### src/rtl/mem_port_arbiter_if.sv
// Handshake bundle between the fetch port, the load/store port and the shared
// memory. The arbiter connects through the slave modport. The environment
// (requesters plus memory) drives it through the master modport.
interface mem_port_arbiter_if #(
    parameter int unsigned ADDR_W = 32,
    parameter int unsigned DATA_W = 32
);
    // Fetch port
    logic              if_req;
    logic [ADDR_W-1:0] if_addr;
    logic              if_gnt;
    logic              if_rvalid;
    logic [DATA_W-1:0] if_rdata;

    // Load/store port
    logic              d_req;
    logic              d_we;
    logic [ADDR_W-1:0] d_addr;
    logic [DATA_W-1:0] d_wdata;
    logic              d_gnt;
    logic              d_rvalid;
    logic [DATA_W-1:0] d_rdata;

    // Shared memory side
    logic              mem_req;
    logic              mem_we;
    logic [ADDR_W-1:0] mem_addr;
    logic [DATA_W-1:0] mem_wdata;
    logic              mem_ack;
    logic [DATA_W-1:0] mem_rdata;

    // Watchdog abort
    logic              err;

    modport slave (
        input  if_req, if_addr, d_req, d_we, d_addr, d_wdata, mem_ack, mem_rdata,
        output if_gnt, if_rvalid, if_rdata, d_gnt, d_rvalid, d_rdata,
        output mem_req, mem_we, mem_addr, mem_wdata, err
    );

    modport master (
        output if_req, if_addr, d_req, d_we, d_addr, d_wdata, mem_ack, mem_rdata,
        input  if_gnt, if_rvalid, if_rdata, d_gnt, d_rvalid, d_rdata,
        input  mem_req, mem_we, mem_addr, mem_wdata, err
    );
endinterface

### src/rtl/mem_port_arbiter.sv
// Single-port memory arbiter: shares one unified memory between the fetch path
// and the load/store path. It runs one transaction at a time and aborts it
// through a watchdog if the memory never acknowledges.
// Optional feature macro: ARB_ROUND_ROBIN_EN. When it is defined, simultaneous
// requests alternate between the ports. When it is undefined, data has fixed
// priority over fetch.
module mem_port_arbiter #(
    parameter int unsigned ADDR_W  = 32,
    parameter int unsigned DATA_W  = 32,
    parameter int unsigned TIMEOUT = 255
) (
    input  logic                clk,
    input  logic                rst,
    mem_port_arbiter_if.slave   bus
);
    localparam int unsigned WDOG_W = 8;
    // Counter value from which one more silent BUSY cycle reaches TIMEOUT
    localparam logic [WDOG_W-1:0] WDOG_LAST = WDOG_W'(TIMEOUT - 1);

    typedef enum logic [1:0] {
        IDLE    = 2'd0,
        BUSY_IF = 2'd1,
        BUSY_D  = 2'd2
    } state_t;

    state_t              state;
    logic [WDOG_W-1:0]   wdog;
    logic                pick_d_c;

`ifdef ARB_ROUND_ROBIN_EN
    // 1 when fetch was the most recent grant, so data wins the next tie
    logic                last_if;

    // Round-robin winner: only a tie consults the pointer
    always_comb begin
        pick_d_c = bus.d_req;
        if (bus.d_req && bus.if_req) begin
            pick_d_c = last_if;
        end
    end
`else
    // Fixed priority: data beats fetch whenever it is requesting
    always_comb begin
        pick_d_c = bus.d_req;
    end
`endif

    // Arbitration FSM with registered grants, memory command and responses
    always_ff @(posedge clk) begin
        if (rst) begin
            state         <= IDLE;
            wdog          <= WDOG_W'(0);
            bus.if_gnt    <= 1'b0;
            bus.if_rvalid <= 1'b0;
            bus.if_rdata  <= DATA_W'(0);
            bus.d_gnt     <= 1'b0;
            bus.d_rvalid  <= 1'b0;
            bus.d_rdata   <= DATA_W'(0);
            bus.mem_req   <= 1'b0;
            bus.mem_we    <= 1'b0;
            bus.mem_addr  <= ADDR_W'(0);
            bus.mem_wdata <= DATA_W'(0);
            bus.err       <= 1'b0;
`ifdef ARB_ROUND_ROBIN_EN
            last_if       <= 1'b1;
`endif
        end else begin
            // Pulsed outputs default low every cycle
            bus.if_gnt    <= 1'b0;
            bus.d_gnt     <= 1'b0;
            bus.mem_req   <= 1'b0;
            bus.if_rvalid <= 1'b0;
            bus.d_rvalid  <= 1'b0;
            bus.err       <= 1'b0;

            case (state)
                IDLE: begin
                    if (bus.d_req || bus.if_req) begin
                        wdog        <= WDOG_W'(0);
                        bus.mem_req <= 1'b1;
                        if (pick_d_c) begin
                            bus.d_gnt     <= 1'b1;
                            bus.mem_we    <= bus.d_we;
                            bus.mem_addr  <= bus.d_addr;
                            bus.mem_wdata <= bus.d_wdata;
                            state         <= BUSY_D;
`ifdef ARB_ROUND_ROBIN_EN
                            last_if       <= 1'b0;
`endif
                        end else begin
                            bus.if_gnt    <= 1'b1;
                            bus.mem_we    <= 1'b0;
                            bus.mem_addr  <= bus.if_addr;
                            bus.mem_wdata <= DATA_W'(0);
                            state         <= BUSY_IF;
`ifdef ARB_ROUND_ROBIN_EN
                            last_if       <= 1'b1;
`endif
                        end
                    end
                end

                BUSY_IF: begin
                    if (bus.mem_ack) begin
                        bus.if_rdata  <= bus.mem_rdata;
                        bus.if_rvalid <= 1'b1;
                        state         <= IDLE;
                    end else if (wdog == WDOG_LAST) begin
                        bus.if_rdata  <= DATA_W'(0);
                        bus.if_rvalid <= 1'b1;
                        bus.err       <= 1'b1;
                        wdog          <= wdog + WDOG_W'(1);
                        state         <= IDLE;
                    end else begin
                        wdog          <= wdog + WDOG_W'(1);
                    end
                end

                BUSY_D: begin
                    if (bus.mem_ack) begin
                        // Stores complete with zero read data
                        bus.d_rdata   <= bus.mem_we ? DATA_W'(0) : bus.mem_rdata;
                        bus.d_rvalid  <= 1'b1;
                        state         <= IDLE;
                    end else if (wdog == WDOG_LAST) begin
                        bus.d_rdata   <= DATA_W'(0);
                        bus.d_rvalid  <= 1'b1;
                        bus.err       <= 1'b1;
                        wdog          <= wdog + WDOG_W'(1);
                        state         <= IDLE;
                    end else begin
                        wdog          <= wdog + WDOG_W'(1);
                    end
                end

                default: begin
                    state <= IDLE;
                end
            endcase
        end
    end
endmodule

### src/flat_wrapper.sv
// flat-port wrapper written by rule: the top's interface ports become plain ports
module mem_port_arbiter_flat 
#(
    parameter int unsigned ADDR_W  = 32,
    parameter int unsigned DATA_W  = 32,
    parameter int unsigned TIMEOUT = 255
)
  (clk, rst, bus_if_req, bus_if_addr, bus_d_req, bus_d_we, bus_d_addr, bus_d_wdata, bus_mem_ack, bus_mem_rdata, bus_if_gnt, bus_if_rvalid, bus_if_rdata, bus_d_gnt, bus_d_rvalid, bus_d_rdata, bus_mem_req, bus_mem_we, bus_mem_addr, bus_mem_wdata, bus_err);
  mem_port_arbiter_if #(.ADDR_W(ADDR_W), .DATA_W(DATA_W)) bus_i ();
  input  logic clk;
  input  logic rst;
  input wire logic [$bits(bus_i.if_req)-1:0] bus_if_req;
  input wire logic [$bits(bus_i.if_addr)-1:0] bus_if_addr;
  input wire logic [$bits(bus_i.d_req)-1:0] bus_d_req;
  input wire logic [$bits(bus_i.d_we)-1:0] bus_d_we;
  input wire logic [$bits(bus_i.d_addr)-1:0] bus_d_addr;
  input wire logic [$bits(bus_i.d_wdata)-1:0] bus_d_wdata;
  input wire logic [$bits(bus_i.mem_ack)-1:0] bus_mem_ack;
  input wire logic [$bits(bus_i.mem_rdata)-1:0] bus_mem_rdata;
  output wire logic [$bits(bus_i.if_gnt)-1:0] bus_if_gnt;
  output wire logic [$bits(bus_i.if_rvalid)-1:0] bus_if_rvalid;
  output wire logic [$bits(bus_i.if_rdata)-1:0] bus_if_rdata;
  output wire logic [$bits(bus_i.d_gnt)-1:0] bus_d_gnt;
  output wire logic [$bits(bus_i.d_rvalid)-1:0] bus_d_rvalid;
  output wire logic [$bits(bus_i.d_rdata)-1:0] bus_d_rdata;
  output wire logic [$bits(bus_i.mem_req)-1:0] bus_mem_req;
  output wire logic [$bits(bus_i.mem_we)-1:0] bus_mem_we;
  output wire logic [$bits(bus_i.mem_addr)-1:0] bus_mem_addr;
  output wire logic [$bits(bus_i.mem_wdata)-1:0] bus_mem_wdata;
  output wire logic [$bits(bus_i.err)-1:0] bus_err;
  assign bus_i.if_req = bus_if_req;
  assign bus_i.if_addr = bus_if_addr;
  assign bus_i.d_req = bus_d_req;
  assign bus_i.d_we = bus_d_we;
  assign bus_i.d_addr = bus_d_addr;
  assign bus_i.d_wdata = bus_d_wdata;
  assign bus_i.mem_ack = bus_mem_ack;
  assign bus_i.mem_rdata = bus_mem_rdata;
  assign bus_if_gnt = bus_i.if_gnt;
  assign bus_if_rvalid = bus_i.if_rvalid;
  assign bus_if_rdata = bus_i.if_rdata;
  assign bus_d_gnt = bus_i.d_gnt;
  assign bus_d_rvalid = bus_i.d_rvalid;
  assign bus_d_rdata = bus_i.d_rdata;
  assign bus_mem_req = bus_i.mem_req;
  assign bus_mem_we = bus_i.mem_we;
  assign bus_mem_addr = bus_i.mem_addr;
  assign bus_mem_wdata = bus_i.mem_wdata;
  assign bus_err = bus_i.err;
  mem_port_arbiter #(.ADDR_W(ADDR_W), .DATA_W(DATA_W), .TIMEOUT(TIMEOUT)) u_core (.clk(clk), .rst(rst), .bus(bus_i));
endmodule
### config.mk
export PLATFORM = sky130hd
export DESIGN_NAME = mem_port_arbiter_flat
export DESIGN_NICKNAME = d
export VERILOG_FILES = /design/src/rtl/mem_port_arbiter_if.sv /design/src/rtl/mem_port_arbiter.sv /design/src/flat_wrapper.sv
export SDC_FILE = /design/constraint.sdc
export NUM_CORES = 1
export LEC_CHECK = 0
export CAP_MARGIN = 20
export CORE_MARGIN = 2
export CORE_UTILIZATION = 43
export DETAILED_ROUTE_END_ITERATION = 7
export HOLD_SLACK_MARGIN = 0.08
export PLACE_DENSITY = 0.79
export SYNTH_ARGS = -nofsm -noshare
export SYNTH_HDL_FRONTEND = slang
export SYNTH_SLANG_ARGS = --single-unit
### constraint.sdc
create_clock -name clk -period 1.9 [get_ports clk]
set_input_delay 0.38 -clock clk [delete_from_list [all_inputs] [get_ports clk]]
set_output_delay 0.38 -clock clk [all_outputs]
set_load 0.02 [all_outputs]
==> reports/results.ini, run 1 <==
[timing]
maxSlewHeadroom=0.630
tightest_slew_ns=0.555
skew_ns=0.00669
period_needed_ns=1.80
fmax_ghz=0.554
rsz0062_at_grt=false
setup_viol=0
finalMaxSlewViolations=0
tns_ns=0
period_share=0.950
final-hold-violation-count=0
worst_hold_slack_ns=0.361

[yosys]
syn-num-nets=746
syn_inst=606
synth_mux_area_frac=0.0578
synth_area_leader_cell=dfxtp_1
avgSynthCellArea_sq_um=10.3
synthXorXnorAreaFrac=0
netlist-cell-type-count=43
yosysMostFrequentCell=dfxtp_1
synth_seq_cells=145
synth-adder-area-share=0.0120
synth_top_family_by_area=compound AO/OA/AOI/OAI gates
synth-main-ff-cell=dfxtp_1
yosys_warnings=0
synth-edff-count=0
synth_common_cells=dfxtp_1, a21oi_1, nand2_1
async_reset_ff_frac=0
synth-simple-area-share=0.0922
synth_compound_area_frac=0.309
netlist.area_leader.share=0.466
yosysSeqAreaShare=0.466
synth_area_sq_mm=0.00623
yosys-top-cells-area=dfxtp_1, a311oi_2, mux2i_1

[routing]
postRouteAntennaNets=0
viasPerCell=5.43
vias=5692
wl_per_cell_um=17.3
routed_wirelength_um=18100
drc=0
drtIter0Drc=297
first_pass_iters=4

[placed_design]
port_buffers=268
gp_congestion=0.838
hpwl_um=13000
placedCellCount=1016

[cells_and_area]
fin_nets=995
final_cells=1048
antenna_cells=0
syn_to_final_growth_pct=54.4
layout-drive-gt1-share=0.142
finish.utilization=0.685

[critical_path]
crit_chain=clkdlybuf4s50_1
end_kind=primary output
cp_top_family=buffers and inverters
reg2reg_depth=6
crit_fanout=2
critical_path_arrival_ns=1.42
cp.depth=1
critical_path_buf_inv_count=1
required_ns=1.52
reg2reg_from=u_core.state[0]$_SDFFE_PP0P_
cp_slowest_cell=clkdlybuf4s50_1
reg2reg_to=u_core.wdog[4]$_SDFFE_PP0P_
worstSetupStartpoint=u_core.bus.if_rdata[23]$_SDFFE_PP0P_
rrSetupSlack_ns=0.12
worstSetupStartpointType=flop
slowest_delay_ns=0.66
worst-setup-path-type=reg2out

[global_routing]
grt-ovfl-total=0
antenna_found_initial=0
grt_pass1_vias=5888
grt_pass1_wl_um=29300
grtUsageTotal=0.227
grt_max_degree=69

[clock_network]
htree_levels=4
ctsHoldBuffers=0
clk_latency_ns=0.41
cts_inserted_buffers=17
cts_tree=done
clock_path_buffers=2
clk_pin_slew_ns=0.06
post_cts_buffers=0
cts_root_buffer=clkbuf_16
cts.sinks=145

[die]
die_w_um=124
start_util=0.444
die_h_um=124
die_area_sq_mm=0.0155
io_pins=269
rows=43
core_area_sq_mm=0.0140

[worst_hold_path]
hold_path_depth=3
min_from=bus_d_req
hold_path.class=in2reg
whs_endpoint=u_core.state[0]$_SDFFE_PP0P_

[power_and_ir_drop]
p_leak_nw=3.34
total_power_mw=8.70
irDropWorstVdd_uv=593
powerDensity_mw_per_mm2=904

[outcome]
outcome=complete, no violations

[job]
cap_violations=0

[worst min-delay path: stages]
cell and delay (ns):
buf_2 0.15, nand2b_1 0.12, a211oi_1 0.06
[stage by stage]
step           cell area, sq um  setup WS, ns
6_report                   9620        0.0953
3_5_place_dp               9060       -0.0111
2_1_floorplan              6230         0.231
3_3_place_gp               9060        0.0462
5_1_grt                    9620       0.00311
4_1_cts                    9620        0.0835
[cells in the final DEF, fill, tap and decap left out, types with 17 or more instances in the layout]
cell             netlist  final
clkdlybuf4s50_1        0    266
dfxtp_1              145    145
a21oi_1               68     68
nand2_1               65     65
a311oi_2              38     38
mux2i_1               36     36
nor2_1                34     34
a22o_1                33     33
a311oi_1              26     26
a211oi_2              18     18
buf_4                 13     18
clkbuf_16              0     17
[worst max path at each step]
stage,slack [ns],to
2_1_floorplan,0.23,u_core.wdog[0]$_SDFFE_PP0P_
3_3_place_gp,0.05,u_core.wdog[3]$_SDFFE_PP0P_
3_5_place_dp,-0.01,u_core.bus.mem_addr[5]$_SDFFE_PP0P_
4_1_cts,0.08,bus_mem_wdata[22]
5_1_grt,0.003,u_core.bus.if_rdata[20]$_SDFFE_PP0P_
6_report,0.1,bus_if_rdata[23]
[metal layers]
metal / vias to the layer above / share of wire / GRT usage
met5: - / 0 / 0
met4: 0 / 0.035 / 0.105
met3: 44 / 0.073 / 0.0756
met2: 228 / 0.49 / 0.387
met1: 2648 / 0.41 / 0.258
li1: 2772 / - / -
[cells by family (layout without fill, tap and decap cells)]
| group | count (synthesis) | after routing |
|---|---|---|
| simple gates | 128 | 128 |
| buf+inv | 72 | 334 |
| fa+ha+maj | 6 | 6 |
| compound gates | 219 | 219 |
| flops | 145 | 145 |
| mux | 36 | 36 |
[sequential cells by signal, indices dropped and copies added, names as in the netlist]
register              cells
u_core.bus.err            1
u_core.bus.mem_req        1
u_core.wdog               8
u_core.bus.mem_wdata     32
u_core.bus.d_rdata       32
u_core.bus.mem_we         1
u_core.bus.d_rvalid       1
u_core.bus.if_rdata      32
u_core.state              2
u_core.bus.if_gnt         1
u_core.bus.if_rvalid      1
u_core.bus.mem_addr      32
u_core.bus.d_gnt          1
[power breakdown]
group | leakage, nW | switching, mW | internal (mW)
combinational | 1.89 | 1.12 | 1.03
sequential | 1.18 | 0.136 | 3.29
clock | 0.269 | 1.22 | 1.90
total | 3.34 | 2.48 | 6.22
[cell type report]
| class | count | area [sq um] |
|---|---|---|
| Fill cell | 1044 | 4420 |
| Timing Repair Buffer | 293 | 2960 |
| Multi-Input combinational cell | 389 | 2940 |
| Sequential cell | 145 | 2900 |
| Clock buffer | 23 | 478 |
| Tap cell | 180 | 225 |
| Clock inverter | 9 | 81.3 |
| Inverter | 9 | 33.8 |
[repair_timing]
item,4_1_cts,5_1_grt
hold endpoints to repair,0,0
gates resized for setup,0,1
setup endpoints to repair,0,4
(Power assumes the default switching activity.)
==> inputs of run 2 (changes only) <==
- ABC_AREA: unset -> 1
- CORE_UTILIZATION: 43 -> 42
- SKIP_LAST_GASP: unset -> 1
==> run 2 against run 1 <==
Worst hold slack lost 0.0072 ns. Die area down 3.0%. First-iteration DRC count grew 47%. Flip-flop and latch count unchanged. Clock-buffer cell count decreased by 4. Via count increased by 9.0%. Largest cell class unchanged. Worst setup slack lost 0.014 ns. Sequential power up 2%. Clock skew is 0.0013 ns higher. Non-clock buffer count fell by 5.
==> reports/results.ini, run 2 <==
[timing]
period_needed_ns=1.82
maxSlewHeadroom=0.626
period_share=0.957
setup_viol=0
rsz0062_at_grt=false
skew_ns=0.00797
finalMaxSlewViolations=0
tns_ns=0
tightest_slew_ns=0.562
final-hold-violation-count=0
fmax_ghz=0.550

[yosys]
synth_area_leader_cell=dfxtp_1
async_reset_ff_frac=0
synth_common_cells=nand2_1, dfxtp_1, nand3_1
yosysMostFrequentCell=nand2_1
synth_area_sq_mm=0.00590
syn_inst=789
netlist.area_leader.share=0.492
yosysSeqAreaShare=0.492
yosys_warnings=0
avgSynthCellArea_sq_um=7.47
netlist-cell-type-count=25
synth_seq_cells=145
yosys-top-cells-area=dfxtp_1, nand2_1, nand3_1
synth-main-ff-cell=dfxtp_1
synth-edff-count=0
syn-num-nets=929

[die]
core_area_sq_mm=0.0138
die_h_um=122
die_area_sq_mm=0.0150
die_w_um=122
io_pins=269
rows=43
start_util=0.428

[global_routing]
grt_max_degree=66
grt_pass1_wl_um=29400
antenna_found_initial=0
grtUsageTotal=0.254
grt-ovfl-total=0
grt_pass1_vias=5799

[critical_path]
required_ns=1.52
worstSetupStartpointType=flop
critical_path_buf_inv_count=1
critical_path_arrival_ns=1.44
cp_top_family=buffers and inverters
rrSetupSlack_ns=0.26
crit_fanout=2
crit_chain=clkdlybuf4s50_1
end_kind=primary output
cp_slowest_cell=clkdlybuf4s50_1
slowest_delay_ns=0.69
worst-setup-path-type=reg2out

[placed_design]
gp_congestion=0.841
hpwl_um=13200
placedCellCount=1193
post_dp_cell_area_sq_mm=0.00874
port_buffers=268

[routing]
postRouteAntennaNets=0
wl_per_cell_um=15.5
routed_wirelength_um=18900
vias=6203
drc=0
drtIter0Drc=436
viasPerCell=5.06
first_pass_iters=5

[power_and_ir_drop]
irDropWorstVdd_uv=715
p_leak_nw=3.70
powerDensity_mw_per_mm2=986

[clock_network]
cts_root_buffer=clkbuf_16
cts_tree=done
clk_pin_slew_ns=0.06
clock_path_buffers=2
htree_levels=4
clk_latency_ns=0.42
cts.sinks=145
cts_inserted_buffers=17

[cells_and_area]
multi_input_area_sq_mm=0.00262
fin_nets=1172
layout-drive-gt1-share=0.0670
finish.utilization=0.679
fillers=1188
final_cells=1225
syn_to_final_growth_pct=58.7
area.sequential_sq_mm=0.00290
final_area_sq_mm=0.00936
mostFrequentLayoutCells=clkdlybuf4s50_1, nand2_1, dfxtp_1, nand3_1, a21oi_1
antenna_cells=0
layout_commonest_cell=clkdlybuf4s50_1

[job]
cap_violations=0

[outcome]
outcome=complete, no violations

[worst_hold_path]
hold_path.class=in2reg

-- run 2: area by class of cell --
cell class | instances | share of cell area
clock inverter | 13 | 0.0173
clock buffer | 19 | 0.0473
inverter | 19 | 0.00762
sequential | 145 | 0.310
tap | 180 | 0.0241
timing repair buffer | 288 | 0.314
multi-input combinational | 561 | 0.280
-- run 2: worst paths after layout --
check,end,cells past startpoint,startpoint
setup / recovery,bus_d_rdata[26],1,u_core.bus.d_rdata[26]$_SDFFE_PP0P_
hold / removal,u_core.state[1]$_SDFFE_PP0P_,4,rst
setup reg to reg,u_core.bus.if_rdata[6]$_SDFFE_PP0P_,9,u_core.wdog[0]$_SDFFE_PP0P_
hold reg to reg,u_core.bus.if_rdata[22]$_SDFFE_PP0P_,2,u_core.bus.if_rdata[22]$_SDFFE_PP0P_
-- run 2: cell families (layout without fill, tap and decap cells) --
logic type | count (synthesis) | in the layout | share of synthesized area
buffers and inverters | 83 | 339 | 0.0673
AND/OR/NAND/NOR | 421 | 421 | 0.306
flip-flops | 145 | 145 | 0.492
XOR/XNOR | 1 | 1 | 0.00149
adder cells (fa/ha/maj) | 6 | 6 | 0.0127
AO/OA/AOI/OAI | 133 | 133 | 0.120
-- run 2: report_power, final --
group	switching [mW]	internal (mW)
Sequential	0.152	3.34
Clock	1.31	2.10
Combinational	1.26	1.06
-- run 2: layer usage --
metal,routed length (um),track usage
met5,0,0
met4,581,0.106
met3,1600,0.0888
met2,9400,0.444
met1,7360,0.279
-- run 2: metrics by stage --
stage / total power [mW] / hold slack [ns] / worst slack, ns
final: 9.22 / 0.353 / 0.0809
after global routing: 9.64 / 0.357 / 0.00431
after CTS: 9.28 / 0.337 / 0.0400
after detailed placement: 5.87 / 0.451 / 0.0758
after global placement: 5.84 / 0.448 / 0.133
after floorplan: 4.74 / 0.463 / 0.329
-- run 2: what timing repair did --
action                     in CTS  in global routing
gates resized for setup         0                  2
buffers inserted                0                  0
setup endpoints to repair       0                  8
hold buffers                    0                  0
hold endpoints to repair        0                  0
-- run 2: worst min-delay path, cell delays in order --
cell	delay, ns
buf_2	0.17
nor3_4	0.08
nand2_1	0.06
nand2_1	0.04
==> inputs of run 3 (changes only) <==
- CELL_PAD_IN_SITES_DETAIL_PLACEMENT: unset -> 0
- CELL_PAD_IN_SITES_GLOBAL_PLACEMENT: unset -> 1
- CORE_UTILIZATION: 42 -> 29
- CTS_CLUSTER_DIAMETER: unset -> 200
==> run 3 against run 2 <==
Critical endpoint is now bus_d_rdata[2]. Critical path type unchanged. Largest power group unchanged. Clock power down 2%. First-iteration DRC count is 39% lower. Worst hold slack got worse by 0.11 ns. Die area is 43% higher. Critical path depth is the same. Via count fell by 1.9%.
==> reports/results.ini, run 3 (synthesis gave the netlist of run 2 again) <==
[timing]
period_needed_ns=1.80
setup_viol=0
tightest_slew_ns=0.572
finalMaxSlewViolations=0
rsz0062_at_grt=false
skew_ns=0.0141
fmax_ghz=0.556
final-hold-violation-count=0
setup_slack_ns=0.101
tns_ns=0
period_share=0.947
maxSlewHeadroom=0.618

[power_and_ir_drop]
p_leak_nw=3.68
powerDensity_mw_per_mm2=972
irDropWorstVdd_uv=636

[die]
die_w_um=147
core_area_sq_mm=0.0201
die_h_um=147
io_pins=269
start_util=0.293
rows=52
die_area_sq_mm=0.0215

[clock_network]
htree_levels=4
clk_latency_ns=0.42
clock_path_buffers=2
cts.sinks=145
clk_pin_slew_ns=0.06
cts_root_buffer=clkbuf_16
ctsHoldBuffers=0
cts_inserted_buffers=17
cts_resized=1
post_cts_buffers=0
cts_tree=done

[global_routing]
grt-ovfl-total=0
grt_max_degree=56
grt_pass1_wl_um=31600
antenna_found_initial=0
grtUsageTotal=0.186
grt_pass1_vias=5826

[critical_path]
required_ns=1.52
critical_path_buf_inv_count=1
rrSetupSlack_ns=0.23
end_kind=primary output
critical_path_arrival_ns=1.42
worstSetupStartpointType=flop
cp_slowest_cell=clkdlybuf4s50_1
slowest_delay_ns=0.66
crit_chain=clkdlybuf4s50_1
worst-setup-path-type=reg2out
crit_fanout=2
cp_top_family=buffers and inverters

[cells_and_area]
layout-drive-gt1-share=0.0688
syn_to_final_growth_pct=59.7
fin_nets=1174
mostFrequentLayoutCells=clkdlybuf4s50_1, nand2_1, dfxtp_1, nand3_1, a21oi_1
antenna_cells=0
layout_commonest_cell=clkdlybuf4s50_1

[outcome]
outcome=complete, no violations

[routing]
drc=0
postRouteAntennaNets=0
drtIter0Drc=266
routed_wirelength_um=19900
viasPerCell=4.62
vias=6085
first_pass_iters=5
wl_per_cell_um=15.1

[placed_design]
gp_congestion=0.750
dp_slack_ns=0.0459
port_buffers=268
hpwl_um=14000

[worst_hold_path]
hold_path.class=in2reg

[job]
cap_violations=0

-- run 3: layout make-up --
class / instances / area [sq um]
Timing Repair Buffer: 290 / 2910
Inverter: 19 / 71.3
Fill cell: 1989 / 10700
Clock inverter: 14 / 143
Sequential cell: 145 / 2900
Clock buffer: 18 / 439
Tap cell: 270 / 338
Multi-Input combinational cell: 561 / 2610
-- run 3: per-layer routing --
metal | share of wire | track usage | wire, um | up-vias
met5 | 0 | 0 | 0 | -
met4 | 0.013 | 0.0510 | 250 | 0
met3 | 0.095 | 0.0800 | 1900 | 18
met2 | 0.46 | 0.297 | 9090 | 237
met1 | 0.44 | 0.228 | 8660 | 2708
li1 | - | - | - | 3122
-- run 3: worst paths after layout --
kind                                   startpoint                                    to  cells after the start
max            u_core.bus.d_rdata[2]$_SDFFE_PP0P_                        bus_d_rdata[2]                      1
min                                   bus_mem_ack             u_core.bus.err$_SDFF_PP0_                      2
max reg2reg           u_core.wdog[0]$_SDFFE_PP0P_   u_core.bus.d_rdata[26]$_SDFFE_PP0P_                      9
min reg2reg  u_core.bus.if_rdata[25]$_SDFFE_PP0P_  u_core.bus.if_rdata[25]$_SDFFE_PP0P_                      2
-- run 3: report_power, final --
part           internal (mW)  switching, mW  leakage (nW)
logic                   1.07           1.26          2.21
registers               3.34          0.153          1.19
clock network           1.88           1.45         0.283
total                   6.29           2.87          3.68
-- run 3: through the flow --
| step | total power, mW | utilization | std cells | hold WS, ns | instance area [sq um] |
|---|---|---|---|---|---|
| floorplan | 4.74 | - | 789 | 0.463 | 5900 |
| global placement | 5.89 | 0.439 | 1285 | 0.448 | 8830 |
| detailed placement | 5.89 | 0.439 | 1285 | 0.451 | 8830 |
| CTS | 9.26 | 0.468 | 1317 | 0.235 | 9410 |
| global route | 9.62 | 0.468 | 1317 | 0.234 | 9420 |
| finish | 9.15 | 0.468 | 1317 | 0.245 | 9420 |
